`src/rtl/traffic_phase_scheduler.sv`:
```
// Two-direction traffic-light phase sequencer: fixed-duration phases, manual
// advance, pause, and a flashing-yellow night mode entered only from all-red.
module traffic_phase_scheduler #(
    parameter int TICKS_PER_SEC = 10000,
    parameter int T_GREEN       = 25,
    parameter int T_YELLOW      = 3,
    parameter int T_ALLRED      = 2,
    parameter int FLASH_TICKS   = 5000
) (
    input  logic       Sys_CLK,
    input  logic       Sys_RST,
    input  logic       tick_en,
    input  logic       key_next,
    input  logic       pause,
    input  logic       night_mode,
    output logic [2:0] state,
    output logic [6:0] count,
    output logic [3:0] LED,
    output logic       phase_change
);

    localparam int PW = (TICKS_PER_SEC > 1) ? $clog2(TICKS_PER_SEC) : 1;
    localparam int FW = (FLASH_TICKS > 1) ? $clog2(FLASH_TICKS) : 1;

    typedef enum logic [2:0] {
        S_ALLRED_A  = 3'd0,
        S_NS_GREEN  = 3'd1,
        S_NS_YELLOW = 3'd2,
        S_ALLRED_B  = 3'd3,
        S_EW_GREEN  = 3'd4,
        S_EW_YELLOW = 3'd5,
        S_NIGHT     = 3'd6,
        S_ILLEGAL   = 3'd7
    } phase_t;

    phase_t          r_state;
    logic [6:0]      r_count;
    logic [PW-1:0]   r_presc;
    logic            r_flash;
    logic [FW-1:0]   r_fcnt;
    logic            r_pc;

    logic            w_run;
    logic            w_sec;
    logic            w_key;
    logic            w_adv;
    phase_t          w_next;

    function automatic logic [6:0] f_load(input phase_t p);
        case (p)
            S_NS_GREEN, S_EW_GREEN:   f_load = 7'(T_GREEN);
            S_NS_YELLOW, S_EW_YELLOW: f_load = 7'(T_YELLOW);
            S_NIGHT:                  f_load = 7'd0;
            default:                  f_load = 7'(T_ALLRED);
        endcase
    endfunction

    assign w_run = tick_en && !pause;
    assign w_sec = w_run && (r_presc == PW'(TICKS_PER_SEC - 1));
    assign w_key = key_next && !pause &&
                   (r_state inside {S_ALLRED_A, S_NS_GREEN, S_ALLRED_B, S_EW_GREEN});
    // A key on the same cycle as an expiring second still advances only once.
    assign w_adv = w_key || (w_sec && (r_count == 7'd1));

    // Night mode is only honoured when leaving an all-red phase.
    always_comb begin
        w_next = S_ALLRED_A;
        case (r_state)
            S_ALLRED_A:  w_next = night_mode ? S_NIGHT : S_NS_GREEN;
            S_NS_GREEN:  w_next = S_NS_YELLOW;
            S_NS_YELLOW: w_next = S_ALLRED_B;
            S_ALLRED_B:  w_next = night_mode ? S_NIGHT : S_EW_GREEN;
            S_EW_GREEN:  w_next = S_EW_YELLOW;
            default:     w_next = S_ALLRED_A;
        endcase
    end

    always_ff @(posedge Sys_CLK or negedge Sys_RST) begin
        if (!Sys_RST) begin
            r_state <= S_ALLRED_A;
            r_count <= 7'(T_ALLRED);
            r_presc <= '0;
            r_flash <= 1'b0;
            r_fcnt  <= '0;
            r_pc    <= 1'b0;
        end else begin
            r_pc <= 1'b0;
            case (r_state)
                S_ILLEGAL: begin
                    r_state <= S_ALLRED_A;
                    r_count <= 7'(T_ALLRED);
                    r_presc <= '0;
                    r_flash <= 1'b0;
                    r_fcnt  <= '0;
                    r_pc    <= 1'b1;
                end
                S_NIGHT: begin
                    if (!night_mode) begin
                        r_state <= S_ALLRED_A;
                        r_count <= 7'(T_ALLRED);
                        r_presc <= '0;
                        r_flash <= 1'b0;
                        r_fcnt  <= '0;
                        r_pc    <= 1'b1;
                    end else if (w_run) begin
                        if (r_fcnt == FW'(FLASH_TICKS - 1)) begin
                            r_fcnt  <= '0;
                            r_flash <= ~r_flash;
                        end else begin
                            r_fcnt <= r_fcnt + 1'b1;
                        end
                    end
                end
                default: begin
                    if (w_adv) begin
                        r_state <= w_next;
                        r_count <= f_load(w_next);
                        r_presc <= '0;
                        r_pc    <= 1'b1;
                        r_fcnt  <= '0;
                        r_flash <= (w_next == S_NIGHT);
                    end else if (w_run) begin
                        r_presc <= w_sec ? '0 : r_presc + 1'b1;
                        if (w_sec) r_count <= r_count - 7'd1;
                    end
                end
            endcase
        end
    end

    always_comb begin
        LED = 4'b0000;
        case (r_state)
            S_NS_GREEN:  LED = 4'b0001;
            S_NS_YELLOW: LED = 4'b0010;
            S_EW_GREEN:  LED = 4'b0100;
            S_EW_YELLOW: LED = 4'b1000;
            S_NIGHT:     LED = {r_flash, 1'b0, r_flash, 1'b0};
            default:     LED = 4'b0000;
        endcase
    end

    assign state        = r_state;
    assign count        = r_count;
    assign phase_change = r_pc;

endmodule

```
`config.mk`:
```
export PLATFORM = sky130hd
export DESIGN_NAME = traffic_phase_scheduler
export DESIGN_NICKNAME = d
export VERILOG_FILES = /design/src/rtl/traffic_phase_scheduler.sv
export SDC_FILE = /design/constraint.sdc
export NUM_CORES = 1
export LEC_CHECK = 0
export BUFFER_PORTS_ARGS = -buffer_cell sky130_fd_sc_hd__buf_2
export CAP_MARGIN = 20
export CORE_MARGIN = 3
export CORE_UTILIZATION = 60
export CTS_BUF_LIST = sky130_fd_sc_hd__clkbuf_16
export DETAILED_ROUTE_END_ITERATION = 10
export HOLD_SLACK_MARGIN = 0.1
export PLACE_DENSITY_LB_ADDON = 0.3
export REMOVE_ABC_BUFFERS = 1
export SYNTH_ARGS = -nofsm -noshare
export SYNTH_HDL_FRONTEND = slang
export SYNTH_SLANG_ARGS = --single-unit
```
`constraint.sdc`:
```
create_clock -name Sys_CLK -period 3 [get_ports Sys_CLK]
set_input_delay 0.6 -clock Sys_CLK [delete_from_list [all_inputs] [get_ports Sys_CLK]]
set_output_delay 0.6 -clock Sys_CLK [all_outputs]
set_load 0.005 [all_outputs]
```
== Word level (Yosys, flattened, before mapping) ==
Index checks and enable logic that the tools add are counted.
Operators by class
  add/subtract/negate cells: 3
  equality and inequality tests: 18
  mux-type cells: 31
  bitwise operators: 1
  reductions and logical operators: 19
Operators with widths (count)
  2-to-1 mux 14 bit: 4
  2-to-1 mux 13 bit: 4
  2-to-1 mux 7 bit: 4
  case mux 14 bit (2 select lines): 1
  case mux 13 bit (2 select lines): 1
  == test 3 bit (second input constant): 7
  case mux 4 bit (5 select lines): 1
  case mux 3 bit (5 select lines): 1
  case mux 5 bit (3 select lines): 1
  adder 14 x 1 -> 14 bit (second input constant): 1
  == test 14 bit (second input constant): 1
  case mux 7 bit (2 select lines): 1
  adder 13 x 1 -> 13 bit (second input constant): 1
  == test 13 bit (second input constant): 1
  nonzero test 4 bit: 3
  == test 3 x 2 -> 1 bit (second input constant): 3
  2-to-1 mux 3 bit: 3
  == test 7 x 1 -> 1 bit (second input constant): 1
  subtractor 7 x 1 -> 7 bit (second input constant): 1
  == test 3 x 1 -> 1 bit (second input constant): 2
  2-to-1 mux 1 bit: 6
  != test 3 bit (second input constant): 2
  case mux 3 bit (2 select lines): 1
  AND reduction 2 bit: 3
  11 further kinds: 18
Storage, ports and cells
  flip-flop bits (word level): 39
  input port bits: 6

== Logic depth before layout (Yosys ltp) ==
Gate-level depths: netlist of the first run.
  depth in word-level cells: 7
  depth in mapped cells: 9
  mapped depth without buffers: 8

== Worst setup path after synthesis of the first run ==
OpenSTA, ideal clock, no wires.
  kind: input to register
  start point: input port tick_en
  end point: register r_count[5] (netlist: count[5])
  setup time: 122 ps
  data arrival time: 1927 ps
  required time: 2878 ps
  path slack: 952 ps
  stages: 7
  path buffers: 1
  path through: nor2b_1 -> clkbuf_1 -> and2_1 -> nand2_1 -> a2111oi_2 -> o21ai_0 -> a32o_1
On the way
  word-level cells in the longest chain between the ends: 6
Ends and longest elaborated chain
  start: declaration: line 12  | input logic tick_en,
  logical AND 1 bit *: line 58  | assign w_run = tick_en && !pause;
  logical AND 1 bit: line 59  | assign w_sec = w_run && (r_presc == PW'(TICKS_PER_SEC - 1));
  logical AND 1 bit: line 63  | assign w_adv = w_key || (w_sec && (r_count == 7'd1));
  logical OR 1 bit: line 63
  2-to-1 mux 7 bit or nonzero test 4 bit (tied branches)
  case mux 7 bit (2 select lines) or AND reduction 3 bit (tied branches)
  end signal: assignment: line 91  | r_count <= 7'(T_ALLRED);
  end signal: assignment: line 117  | r_count <= f_load(w_next);
  end signal: assignment: line 124  | if (w_sec) r_count <= r_count - 7'd1;
  end: declaration: line 37  | logic [6:0] r_count;
Mark *: on every way between the ends. The rest lies on a longest branch, timed or not.
A chain may end at the register's enable or synchronous reset.

== Worst setup path after layout of the first run ==
  start point: register r_presc[0]
  end point: register r_fcnt[3]
On the way
  word-level cells in the longest chain between the ends: 6
Ends and longest elaborated chain
  start: declaration: line 38  | logic [PW-1:0] r_presc;
  start signal: assignment: line 123  | r_presc <= w_sec ? '0 : r_presc + 1'b1;
  == test 14 bit: line 59
  logical AND 1 bit: line 59
  logical AND 1 bit: line 63
  logical OR 1 bit: line 63
  nonzero test 3 bit (no line)
  AND reduction 2 bit (no line)
  end signal: assignment: line 110  | r_fcnt <= r_fcnt + 1'b1;
  end: declaration: line 40  | logic [FW-1:0] r_fcnt;
Every way passes these cells.

==> key figures, run 1 <==
Status
  • Status: completed

Hold path
  • Tightest Hold Check Type: in2async

Setup path
  • CP required: ~3.2 ns
  • Critical R2R Launch: r_presc[0]
  • CP Class: reg2reg
  • CP arrival: around 2.6 ns
  • Worst reg2reg endpoint: r_fcnt[3]
  • Reg2Reg Setup Slack: roughly 0.6 ns
  • Worst reg2reg path depth: 7
  • Critical Path End: r_fcnt[3]
  • CP max FO: 14
  • Setup crit end kind: flip-flop
  • Setup crit start: r_presc[0]
  • Critical path startpoint category: flip-flop

Final layout
  • Antenna Cells: 0
  • Post-route cell area: 2694 um2
  • Share of cells above drive strength 1: 0.1169
  • Final core occ: 0.7196
  • Nets: roughly 320
  • Non-Filler Instances: between 300 and 400
  • Area Overhead vs Synth: 12.84%

Clock tree
  • Post CTS Setup Buffer Count: 0
  • Root Buffer: clkbuf_16
  • Clock sink count: 39
  • TritonCTS clock tree: done
  • TritonCTS Buffers: 5
  • Clock Latency Late Sink: around 0.28 ns
  • Post-CTS Hold Fix Bufs: 0
  • Post_cts resized: 0
  • Longest Clk Path Bufs: 2
  • Htree depth: 2
  • CTS clock-pin slew for the worst setup and hold paths: approximately 0.06 ns

STA
  • Max Slew Vio Count: 0
  • Post-route setup slack: between 0.5 and 0.6 ns
  • Final min period: 2.403 ns
  • Final setup viols: 0
  • Maximum operating frequency: about 0.42 GHz
  • Fin crit share: 0.8008
  • Clock skew: ~0.0054 ns
  • Hold Slack: roughly 0.43 ns
  • Slew headroom: 0.4228
  • Fin. Hold Viols: 0
  • RSZ-0062 raised after global routing: false
  • Worst-Margin Slew: 0.8601 ns
  • Setup TNS: 0 ns

Yosys
  • Synth area leaders: dfrtp_1, o21ai_0, nor2_1
  • Avg Cell Area, Syn: between 8 and 9 um2
  • Ys Warns: 0
  • Yosys top cell by area: dfrtp_1
  • Asr flop ratio synth: 1.000
  • Post-synth EDFFs: 0
  • Main flop type after synthesis: dfrtp_1
  • Mapped Area: ~2400 um2
  • Synth top area share: 0.3983
  • Sequential fraction of the synthesis area: 0.4093
  • Synth cell types: 43
  • Yosys reg bits: 39
  • Post-Synthesis Cells: about 290

Detailed routing
  • Drt total wl: 5387 um
  • Vias per Instance: about 6.2
  • DR WL/cell: approximately 15 um
  • Antenna viol nets, final: 0
  • Via count: 2208
  • Iteration-0 DRC Markers: 146
  • Drt drc: 0
  • Router iterations before antenna repair: 4

GRT
  • First-pass GRT wire length: roughly 9500 um
  • Number of antenna violations at the first check in global routing: 0
  • Largest net degree at the start of global routing: 40
  • Vias in the first global route: approximately 2100
  • Gr usage total: 0.2398
  • Grt total ovfl: 0

Job
  • Max cap viols: 0

Pwr
  • Tot Pwr: between 2 and 2.5 mW
  • Pwr dens: 755.4 nW/um2
  • LEAKAGE: 1.165 nW
  • VDD IR max: 515.6 uV

Floorplanning
  • Area of the die: about 4800 um2
  • I/O pin cnt: 21
  • Die height: between 60 and 70 um
  • Row count: 22
  • Area of the core: between 3000 and 4000 um2
  • Die Wd: approximately 70 um
  • Starting Density: 0.6377

Placement
  • Pre-CTS setup slack: roughly 0.58 ns
  • Placer Congestion: slightly above 0.9
  • Dpl cells: 348
  • I/O Buffers: 20
  • Post-DP HPWL: 3694 um
  • Area post-placement: 2530 um2
## final cells by class
type	instances	area (um2)
multi-input cells	229	1329
fillers	325	1050
well taps	48	60.06
flip-flops and latches	39	977.2
repair buffers	25	137.6
clock inverters	3	38.79
clock buffers	5	125.1
inverters	7	26.28
## routing by layer
metal	routed length, um	part of all wire	track usage	vias up
met1	2448	0.45	0.3149	1064
li1	-	-	-	1080
met5	0	0	0	-
met3	213	0.040	0.05248	12
met2	2611	0.48	0.3835	52
met4	114	0.021	0.09761	0
## worst min-delay path by stage
stage	from	to	slack, ns	cells past startpoint
final	Sys_RST	r_presc[4]	0.43	1
after global routing	Sys_RST	r_presc[10]	0.51	1
after CTS	Sys_RST	r_presc[11]	0.46	1
after detailed placement	r_fcnt[12]	r_fcnt[12]	0.47	1
after global placement	r_fcnt[12]	r_fcnt[12]	0.47	1
after floorplan	Sys_RST	count[0]	0.30	0
## state kept, by name (all words and copies together), names as in the netlist
signal / flops
r_presc: 14
r_fcnt: 13
count: 7
r_flash: 1
phase_change: 1
state: 3
## placed cells by master, fill, tap and decap left out, types with 2 or more instances in the layout
master,instances
dfrtp_1,38
nor2_1,36
o21ai_0,30
nand2_1,26
buf_2,20
a21oi_1,16
nand3_1,16
and3_1,11
nor3_1,9
o31ai_1,8
nand4_1,8
xor2_1,8
inv_1,7
nor2b_1,6
xnor2_1,5
clkbuf_16,5
buf_4,5
nand2b_1,4
a211oi_1,4
a31oi_1,4
o211ai_1,4
ha_1,4
o22a_1,3
and2_1,3
or3_1,3
nor3b_1,2
nor4b_1,2
o41ai_1,2
## synthesized netlist by cell type (all sizes together) (5+ instances only)
library cell	n
and3	11
xor2	8
inv	7
dfrtp	38
o31ai	8
nand2	26
nor2b	6
nor3	9
o21ai	31
a21oi	16
nand4	8
clkbuf	12
xnor2	5
nor2	36
nand3	16
## critical path, cell delays in order (launching register included)
cell	delay, ns
dfrtp_1	0.41
ha_1	0.24
and3_1	0.22
and3_1	0.22
and3_1	0.22
o21ai_1	0.68
o21ai_0	0.22
o31ai_1	0.11
## report_power, final
group          leakage (nW)  switching [mW]  internal, mW
clock network        0.0812           0.206         0.388
logic                 0.561           0.417         0.284
registers             0.523           0.118         0.621
## logic make-up (layout without fill, tap and decap cells)
kind of cell / Yosys count / count (layout) / share of synthesized area
and+or+nand+nor: 131 / 131 / 0.2715
AOI/OAI and AO/OA: 81 / 81 / 0.2165
adders and majority gates: 4 / 4 / 0.02097
xor gates and xnor gates: 13 / 13 / 0.04769
buffers and inverters: 21 / 40 / 0.03407
DFF: 39 / 39 / 0.4093
Note: power is estimated with default switching activity, not from simulation.
==> run 2: changes to the inputs <==
--- a/config.mk
+++ b/config.mk
@@ -5,6 +5,7 @@
 export SDC_FILE = /design/constraint.sdc
 export NUM_CORES = 1
 export LEC_CHECK = 0
+export ABC_AREA = 1
 export BUFFER_PORTS_ARGS = -buffer_cell sky130_fd_sc_hd__buf_2
 export CAP_MARGIN = 20
 export CORE_MARGIN = 3
==> constraint.sdc (replaced) <==
create_clock -name Sys_CLK -period 2.45 [get_ports Sys_CLK]
set_input_delay 0.49 -clock Sys_CLK [delete_from_list [all_inputs] [get_ports Sys_CLK]]
set_output_delay 0.49 -clock Sys_CLK [all_outputs]
set_load 0.005 [all_outputs]
==> run 2 against run 1 <==
Routed wire length increased by 25%. Via count grew 29%. Total power shrank 25%. Setup slack lost 0.093 ns. Design area increased by 16%. Clock power up 5.1%. Largest cell class unchanged. Count of clock-buffer cells in the layout unchanged. Worst hold slack got worse by 0.31 ns. Register-to-register slack about the same. Combinational power down 76%. Clock skew is 0.0033 ns lower. Sequential power down 0.7%.
==> key figures, run 2 <==
Yosys
  • Sequential fraction of the synthesis area: 0.3399 (was 0.4093)
  • Asr flop ratio synth: 1.000 (unchanged)
  • Post-synth EDFFs: 0 (unchanged)
  • Avg Cell Area, Syn: 6.945 um2 (was 8.261 um2)
  • Yosys top cell by area: dfrtp_1 (unchanged)
  • Synth top area share: 0.3307 (was 0.3983)
  • Yosys reg bits: 39 (unchanged)
  • Main flop type after synthesis: dfrtp_1 (unchanged)
  • Most numerous cell in the Yosys netlist: nand2_1 (was dfrtp_1)
  • Synth cell types: 36 (was 43)
  • Synth area leaders: dfrtp_1, nand2_1, nand3_1 (was dfrtp_1, o21ai_0, nor2_1)
  • Synth cell count leaders: nand2_1, nor2_1, inv_1 (was dfrtp_1, nor2_1, o21ai_0)
  • Mapped Area: 2875 um2 (was 2387 um2)
  • Post-Synthesis Cells: 414 (was 289)
  • Ys Warns: 0 (unchanged)

Pwr
  • VDD IR max: 285.6 uV (was 515.6 uV)
  • Pwr dens: 490.5 nW/um2 (was 755.4 nW/um2)
  • LEAKAGE: 1.621 nW (was 1.165 nW)

Setup path
  • Critical Path End: LED[3] (was r_fcnt[3])
  • Setup crit start: state[2] (was r_presc[0])
  • Setup crit end kind: output pin (was flip-flop)
  • CP bufs+invs: 2 (was 0)
  • Critical path startpoint category: flip-flop (unchanged)
  • CP arrival: 1.46 ns (was 2.59 ns)
  • Slowest-stage cell, CP: dfrtp_1 (was o21ai_1)
  • Max incr delay on CP: 0.56 ns (was 0.68 ns)
  • CP required: 1.96 ns (was 3.19 ns)
  • Worst-path cell chain: inv_1, a211oi_1, buf_2 (was ha_1, and3_1, and3_1, and3_1, o21ai_1, o21ai_0, o31ai_1)
  • Crit path depth: 3 (was 7)
  • Reg2Reg Setup Slack: 0.60 ns (about the same)
  • CP delay by family, top: flip-flops (was compound AO/OA/AOI/OAI gates)
  • CP Class: reg2out (was reg2reg)
  • Worst reg2reg path depth: 4 (was 7)
  • CP max FO: 9 (was 14)
  • Critical R2R Launch: state[2] (was r_presc[0])
  • Worst reg2reg endpoint: r_presc[6] (was r_fcnt[3])

STA
  • Final min period: 1.946 ns
  • RSZ-0062 raised after global routing: false (unchanged)
  • Setup TNS: 0 ns (unchanged)
  • Worst-Margin Slew: 0.5861 ns (was 0.8601 ns)
  • Maximum operating frequency: between 0.5 and 0.6 GHz
  • Clock skew: 0.002130 ns (was 0.005413 ns)
  • Fin. Hold Viols: 0 (unchanged)
  • Final setup viols: 0 (unchanged)
  • Slew headroom: 0.6092 (was 0.4228)
  • Fin crit share: 0.7942
  • Max Slew Vio Count: 0 (unchanged)

Floorplanning
  • Starting Density: 0.6383 (was 0.6377)
  • Die Wd: 75.23 um (was 69.08 um)
  • Die height: 75.23 um (was 69.08 um)
  • Row count: 24 (was 22)
  • Area of the core: 4504 um2 (was 3744 um2)
  • I/O pin cnt: 21 (unchanged)
  • Area of the die: 5659 um2 (was 4771 um2)

Final layout
  • Final core occ: 0.6925 (was 0.7196)
  • Area Overhead vs Synth: 8.486% (was 12.84%)
  • Max reg flops: 14 (unchanged)
  • Commonest non-fill, non-tap cell in the layout: nand2_1 (was dfrtp_1)
  • Most frequent cells in the layout: nand2_1, nor2_1, inv_1 (was dfrtp_1, nor2_1, o21ai_0)
  • Antenna Cells: 0 (unchanged)
  • Nets: 444 (was 317)
  • Share of cells above drive strength 1: 0.1448 (was 0.1169)
  • Layout fillers: 369 (was 325)
  • Top reg by flops: r_presc (unchanged)

Clock tree
  • Clock sink count: 39 (unchanged)
  • Htree depth: 2 (unchanged)
  • Clock Latency Late Sink: 0.28 ns (about the same)
  • Post_cts resized: 0 (unchanged)
  • CTS clock-pin slew for the worst setup and hold paths: 0.06 ns (about the same)
  • TritonCTS Buffers: 5 (unchanged)
  • TritonCTS clock tree: done (unchanged)
  • Post-CTS Hold Fix Bufs: 0 (unchanged)
  • Post CTS Setup Buffer Count: 0 (unchanged)
  • Longest Clk Path Bufs: 2 (unchanged)
  • Root Buffer: clkbuf_16 (unchanged)

Placement
  • Placer Congestion: 0.9095 (was 0.9274)
  • Post-DP HPWL: 4720 um (was 3694 um)
  • I/O Buffers: 20 (unchanged)

GRT
  • Number of antenna violations at the first check in global routing: 0 (unchanged)
  • Gr usage total: 0.2575 (was 0.2398)
  • Largest net degree at the start of global routing: 26 (was 40)
  • Grt total ovfl: 0 (unchanged)
  • First-pass GRT wire length: 11330 um (was 9522 um)
  • Vias in the first global route: 2517 (was 2073)

Hold path
  • Tightest Hold Check Type: in2async (unchanged)

Detailed routing
  • Drt drc: 0 (unchanged)
  • Router iterations before antenna repair: 8 (was 4)
  • Drt total wl: 6756 um (was 5387 um)
  • Iteration-0 DRC Markers: 197 (was 146)
  • Via count: 2840 (was 2208)
  • Vias per Instance: 5.832 (was 6.202)
  • Antenna viol nets, final: 0 (unchanged)
  • DR WL/cell: 13.87 um (was 15.13 um)

Status
  • Status: completed (unchanged)

Job
  • Max cap viols: 0 (unchanged)
[run 2: cell count changes after synthesis, moves of 11 or more]
cell / previous run / this run
a21oi_1: 16 / 3
nor2_1: 36 / 50
and3_1: 11 / 0
inv_1: 7 / 45
nand4_1: 8 / 19
clkbuf_1: 12 / 1
nand3_1: 16 / 41
nand2_1: 26 / 122
o21ai_0: 30 / 11
[run 2: cell type report]
type	count	area, um2	share of cell area
Multi-Input combinational cell	315	1624	0.5207
Sequential cell	39	977.2	0.3133
Inverter	50	190.2	0.06097
Clock buffer	5	125.1	0.04011
Timing Repair Buffer	23	122.6	0.03931
Tap cell	52	65.06	0.02086
Clock inverter	3	15.01	0.004813
[run 2: cells by family after synthesis]
logic type,after synthesis,synth area share
simple gates,265,0.4399
buf+inv,60,0.09530
compound gates,37,0.08006
fa+ha+maj,4,0.01741
flops,39,0.3399
xor+xnor,9,0.02742
[run 2: worst min path at each step]
stage / depth (start not counted) / startpoint / slack (ns) / endpoint
6_report: 1 / Sys_RST / 0.12 / r_presc[6]
3_3_place_gp: 1 / Sys_RST / 0.42 / r_presc[6]
2_1_floorplan: 0 / Sys_RST / 0.19 / count[0]
3_5_place_dp: 1 / Sys_RST / 0.42 / r_presc[6]
4_1_cts: 1 / Sys_RST / 0.12 / r_fcnt[6]
5_1_grt: 1 / Sys_RST / 0.14 / count[2]
[run 2: where the power goes]
| part | switching [mW] | internal, mW | total [mW] |
|---|---|---|---|
| clock | 0.254 | 0.370 | 0.624 |
| sequential | 0.0534 | 0.682 | 0.735 |
| combinational | 0.107 | 0.0641 | 0.171 |
| total | 0.414 | 1.12 | 1.53 |
[run 2: per-layer routing]
| layer | vias to the layer above | share of wire | GRT usage |
|---|---|---|---|
| li1 | 1375 | - | - |
| met1 | 1307 | 0.45 | 0.3643 |
| met2 | 142 | 0.45 | 0.3985 |
| met3 | 16 | 0.081 | 0.05073 |
| met4 | 0 | 0.016 | 0.07961 |
| met5 | - | 0 | 0 |
[run 2: metrics by stage]
stage	area, um2	hold WS [ns]	setup slack, ns	std cells	total power, mW
6_report	3119	0.1156	0.5043	487	1.530
5_1_grt	3119	0.1357	0.4083	487	1.590
4_1_cts	3119	0.1224	0.5155	487	1.534
3_5_place_dp	2979	0.4218	0.5112	479	0.9068
3_3_place_gp	2979	0.4197	0.5872	479	0.8982
2_1_floorplan	2791	0.1944	0.8601	404	0.8472
==> run 3: changes to the inputs <==
--- a/config.mk
+++ b/config.mk
@@ -5,11 +5,11 @@
 export SDC_FILE = /design/constraint.sdc
 export NUM_CORES = 1
 export LEC_CHECK = 0
-export ABC_AREA = 1
+export ABC_AREA = 0
 export BUFFER_PORTS_ARGS = -buffer_cell sky130_fd_sc_hd__buf_2
 export CAP_MARGIN = 20
 export CORE_MARGIN = 3
-export CORE_UTILIZATION = 60
+export CORE_UTILIZATION = 59
 export CTS_BUF_LIST = sky130_fd_sc_hd__clkbuf_16
 export DETAILED_ROUTE_END_ITERATION = 10
 export HOLD_SLACK_MARGIN = 0.1
==> constraint.sdc (replaced) <==
create_clock -name Sys_CLK -period 1.85 [get_ports Sys_CLK]
set_input_delay 0.37 -clock Sys_CLK [delete_from_list [all_inputs] [get_ports Sys_CLK]]
set_output_delay 0.37 -clock Sys_CLK [all_outputs]
set_load 0.005 [all_outputs]
==> run 3 against run 2 <==
Critical path type is now reg2reg. Critical path depth is 7 higher. Via count is 17% higher. Clock skew is 0.0067 ns higher. The run now ends with negative setup slack left. First-iteration DRC count grew to 3.1 times the previous value. Register-to-register slack worse by 1.0 ns. Total power grew to 3.0 times the previous value. Sequential power is 58% higher.
==> key figures, run 3 (same netlist as run 1, synthesis figures left out) <==
Status
  • Status: finished with violations (was completed)
  • Failing checks: negative setup slack

Final layout
  • Max reg flops: 14 (unchanged)
  • Area Overhead vs Synth: 48.32% (was 8.486%)
  • Nets: 374 (was 444)
  • Top reg by flops: r_presc (unchanged)
  • Antenna Cells: 0 (unchanged)
  • Most frequent cells in the layout: buf_4, dfrtp_1, nor2_1 (was nand2_1, nor2_1, inv_1)
  • Layout fillers: 97 (was 369)
  • Commonest non-fill, non-tap cell in the layout: buf_4 (was nand2_1)
  • Final core occ: 0.9390 (was 0.6925)
  • Share of cells above drive strength 1: 0.4164 (was 0.1448)

Setup path
  • CP max FO: 7 (was 9)
  • Worst reg2reg endpoint: r_fcnt[8] (was r_presc[6])
  • Reg2Reg Setup Slack: -0.43 ns (was 0.60 ns)
  • Critical path startpoint category: flip-flop (unchanged)
  • Setup crit end kind: flip-flop (was output pin)
  • Critical R2R Launch: count[1] (was state[2])
  • Worst reg2reg path depth: 10 (was 4)
  • CP Class: reg2reg (was reg2out)
  • CP arrival: 2.43 ns (was 1.46 ns)
  • CP required: 2.00 ns (was 1.96 ns)

Job
  • Max cap viols: 0 (unchanged)

STA
  • RSZ-0062 raised after global routing: true (was false)
  • Slew headroom: 0.6831 (was 0.6092)
  • Worst-Margin Slew: 0.4725 ns (was 0.5861 ns)
  • Hold Slack: 0.5193 ns (was 0.1156 ns)
  • Clock skew: 0.008817 ns (was 0.002130 ns)
  • Max Slew Vio Count: 0 (unchanged)
  • Fin crit share: 1.231
  • Fin. Hold Viols: 0 (unchanged)
  • Post-route setup slack: -0.4272 ns (was 0.5043 ns)
  • Final min period: 2.277 ns
  • Final setup viols: 38 (was 0)
  • Maximum operating frequency: about 0.44 GHz

GRT
  • First-pass GRT wire length: 13920 um (was 11330 um)
  • Vias in the first global route: 2705 (was 2517)
  • Grt total ovfl: 0 (unchanged)
  • GR Util met2: 0.5742 (was 0.3985)
  • Routing usage on met3: 0.1014 (was 0.05073)
  • GR Util met1: 0.4352 (was 0.3643)
  • Gr busiest metal: met2 (unchanged)
  • Number of antenna violations at the first check in global routing: 0 (unchanged)
  • Gr usage total: 0.3627 (was 0.2575)
  • Largest net degree at the start of global routing: 40 (was 26)

Placement
  • I/O Buffers: 20 (unchanged)
  • Placer Congestion: 0.9143 (was 0.9095)
  • Post-DP HPWL: 4488 um (was 4720 um)
  • Pre-CTS setup slack: -0.5394 ns (was 0.5112 ns)

Detailed routing
  • DR WL/cell: 28.57 um (was 13.87 um)
  • Router iterations before antenna repair: 8 (unchanged)
  • Via count: 3313 (was 2840)
  • Vias per Instance: 8.022 (was 5.832)
  • Antenna viol nets, final: 0 (unchanged)
  • Drt total wl: 11800 um (was 6756 um)
  • Drt drc: 0 (unchanged)
  • Iteration-0 DRC Markers: 616 (was 197)

Clock tree
  • Htree depth: 2 (unchanged)
  • Root Buffer: clkbuf_16 (unchanged)
  • CTS clock-pin slew for the worst setup and hold paths: 0.06 ns (about the same)
  • Clock sink count: 39 (unchanged)
  • Longest Clk Path Bufs: 2 (unchanged)
  • Clock Latency Late Sink: 0.29 ns (was 0.28 ns)
  • TritonCTS Buffers: 5 (unchanged)
  • TritonCTS clock tree: done (unchanged)

Floorplanning
  • Area of the die: 4846 um2 (was 5659 um2)
  • I/O pin cnt: 21 (unchanged)
  • Row count: 22 (was 24)
  • Starting Density: 0.6330 (was 0.6383)
  • Die height: 69.61 um (was 75.23 um)
  • Die Wd: 69.61 um (was 75.23 um)
  • Area of the core: 3771 um2 (was 4504 um2)

Hold path
  • Hold wc startpoint: r_fcnt[12]
  • Worst hold path depth: 1
  • Tightest Hold Check Type: reg2reg (was in2async)
  • Hold Crit Endpoint: r_fcnt[12]

Pwr
  • LEAKAGE: 1.541 nW (was 1.621 nW)
  • VDD IR max: 1403 uV (was 285.6 uV)
  • Pwr dens: 1276 nW/um2 (was 490.5 nW/um2)
==> run 3: worst max-delay path, stage by stage, from the launching register on <==
cell and delay (ns):
dfstp_2 0.38, inv_2 0.08, ha_4 0.12, or4b_4 0.46, buf_6 0.14, nor2_4 0.12
and3_4 0.26, o21ai_4 0.09, buf_8 0.16, o21ai_2 0.18, o41ai_2 0.13
==> run 3: where the power goes <==
part	switching, mW	total, mW	leakage (nW)	internal (mW)
logic	1.39	2.34	0.938	0.949
registers	0.151	1.16	0.521	1.01
clock network	0.386	1.02	0.0812	0.631
==> run 3: area by class of cell <==
cell class                 instances  area [um2]  share of cell area
tap                               48       60.06             0.01696
clock inverter                     3       38.79             0.01095
sequential                        39       979.7              0.2767
multi-input combinational        229        1680              0.4746
clock buffer                       5       125.1             0.03534
inverter                           7       26.28            0.007420
timing repair buffer              82       630.6              0.1781
==> run 3: per-layer routing <==
metal  share of wire  vias to the layer above
met5               0                        -
met4            0.11                        0
met3            0.15                      182
met2            0.42                      449
met1            0.31                     1480
li1                -                     1202
==> run 3: how the worst max path moves through the flow <==
stage	from	slack (ns)	end	depth (start not counted)
after CTS	count[1]	-0.12	count[4]	7
final	count[1]	-0.43	r_fcnt[8]	10
after floorplan	state[1]	-0.46	r_presc[7]	6
after global placement	pause	-0.40	r_presc[7]	7
after global routing	count[1]	-0.46	r_fcnt[8]	10
after detailed placement	pause	-0.54	r_presc[12]	7
==> run 3: what timing repair did <==
action	CTS	global route
hold buffers	1	0
gates resized for setup	68	50
pin swaps	26	28
cloned	1	0
setup endpoints to repair	38	34
setup buffers	2	7
hold endpoints to repair	38	0
==> run 3: metrics by stage <==
| stage | setup TNS [ns] | power (mW) | area (um2) | cells |
|---|---|---|---|---|
| 6_report | -6.986 | 4.518 | 3541 | 413 |
| 5_1_grt | -8.863 | 4.600 | 3541 | 413 |
| 4_1_cts | -1.260 | 3.859 | 3273 | 406 |
| 3_5_place_dp | -8.182 | 2.644 | 2888 | 394 |
| 3_3_place_gp | -5.615 | 2.595 | 2888 | 394 |
| 2_1_floorplan | -7.361 | 1.921 | 2332 | 275 |
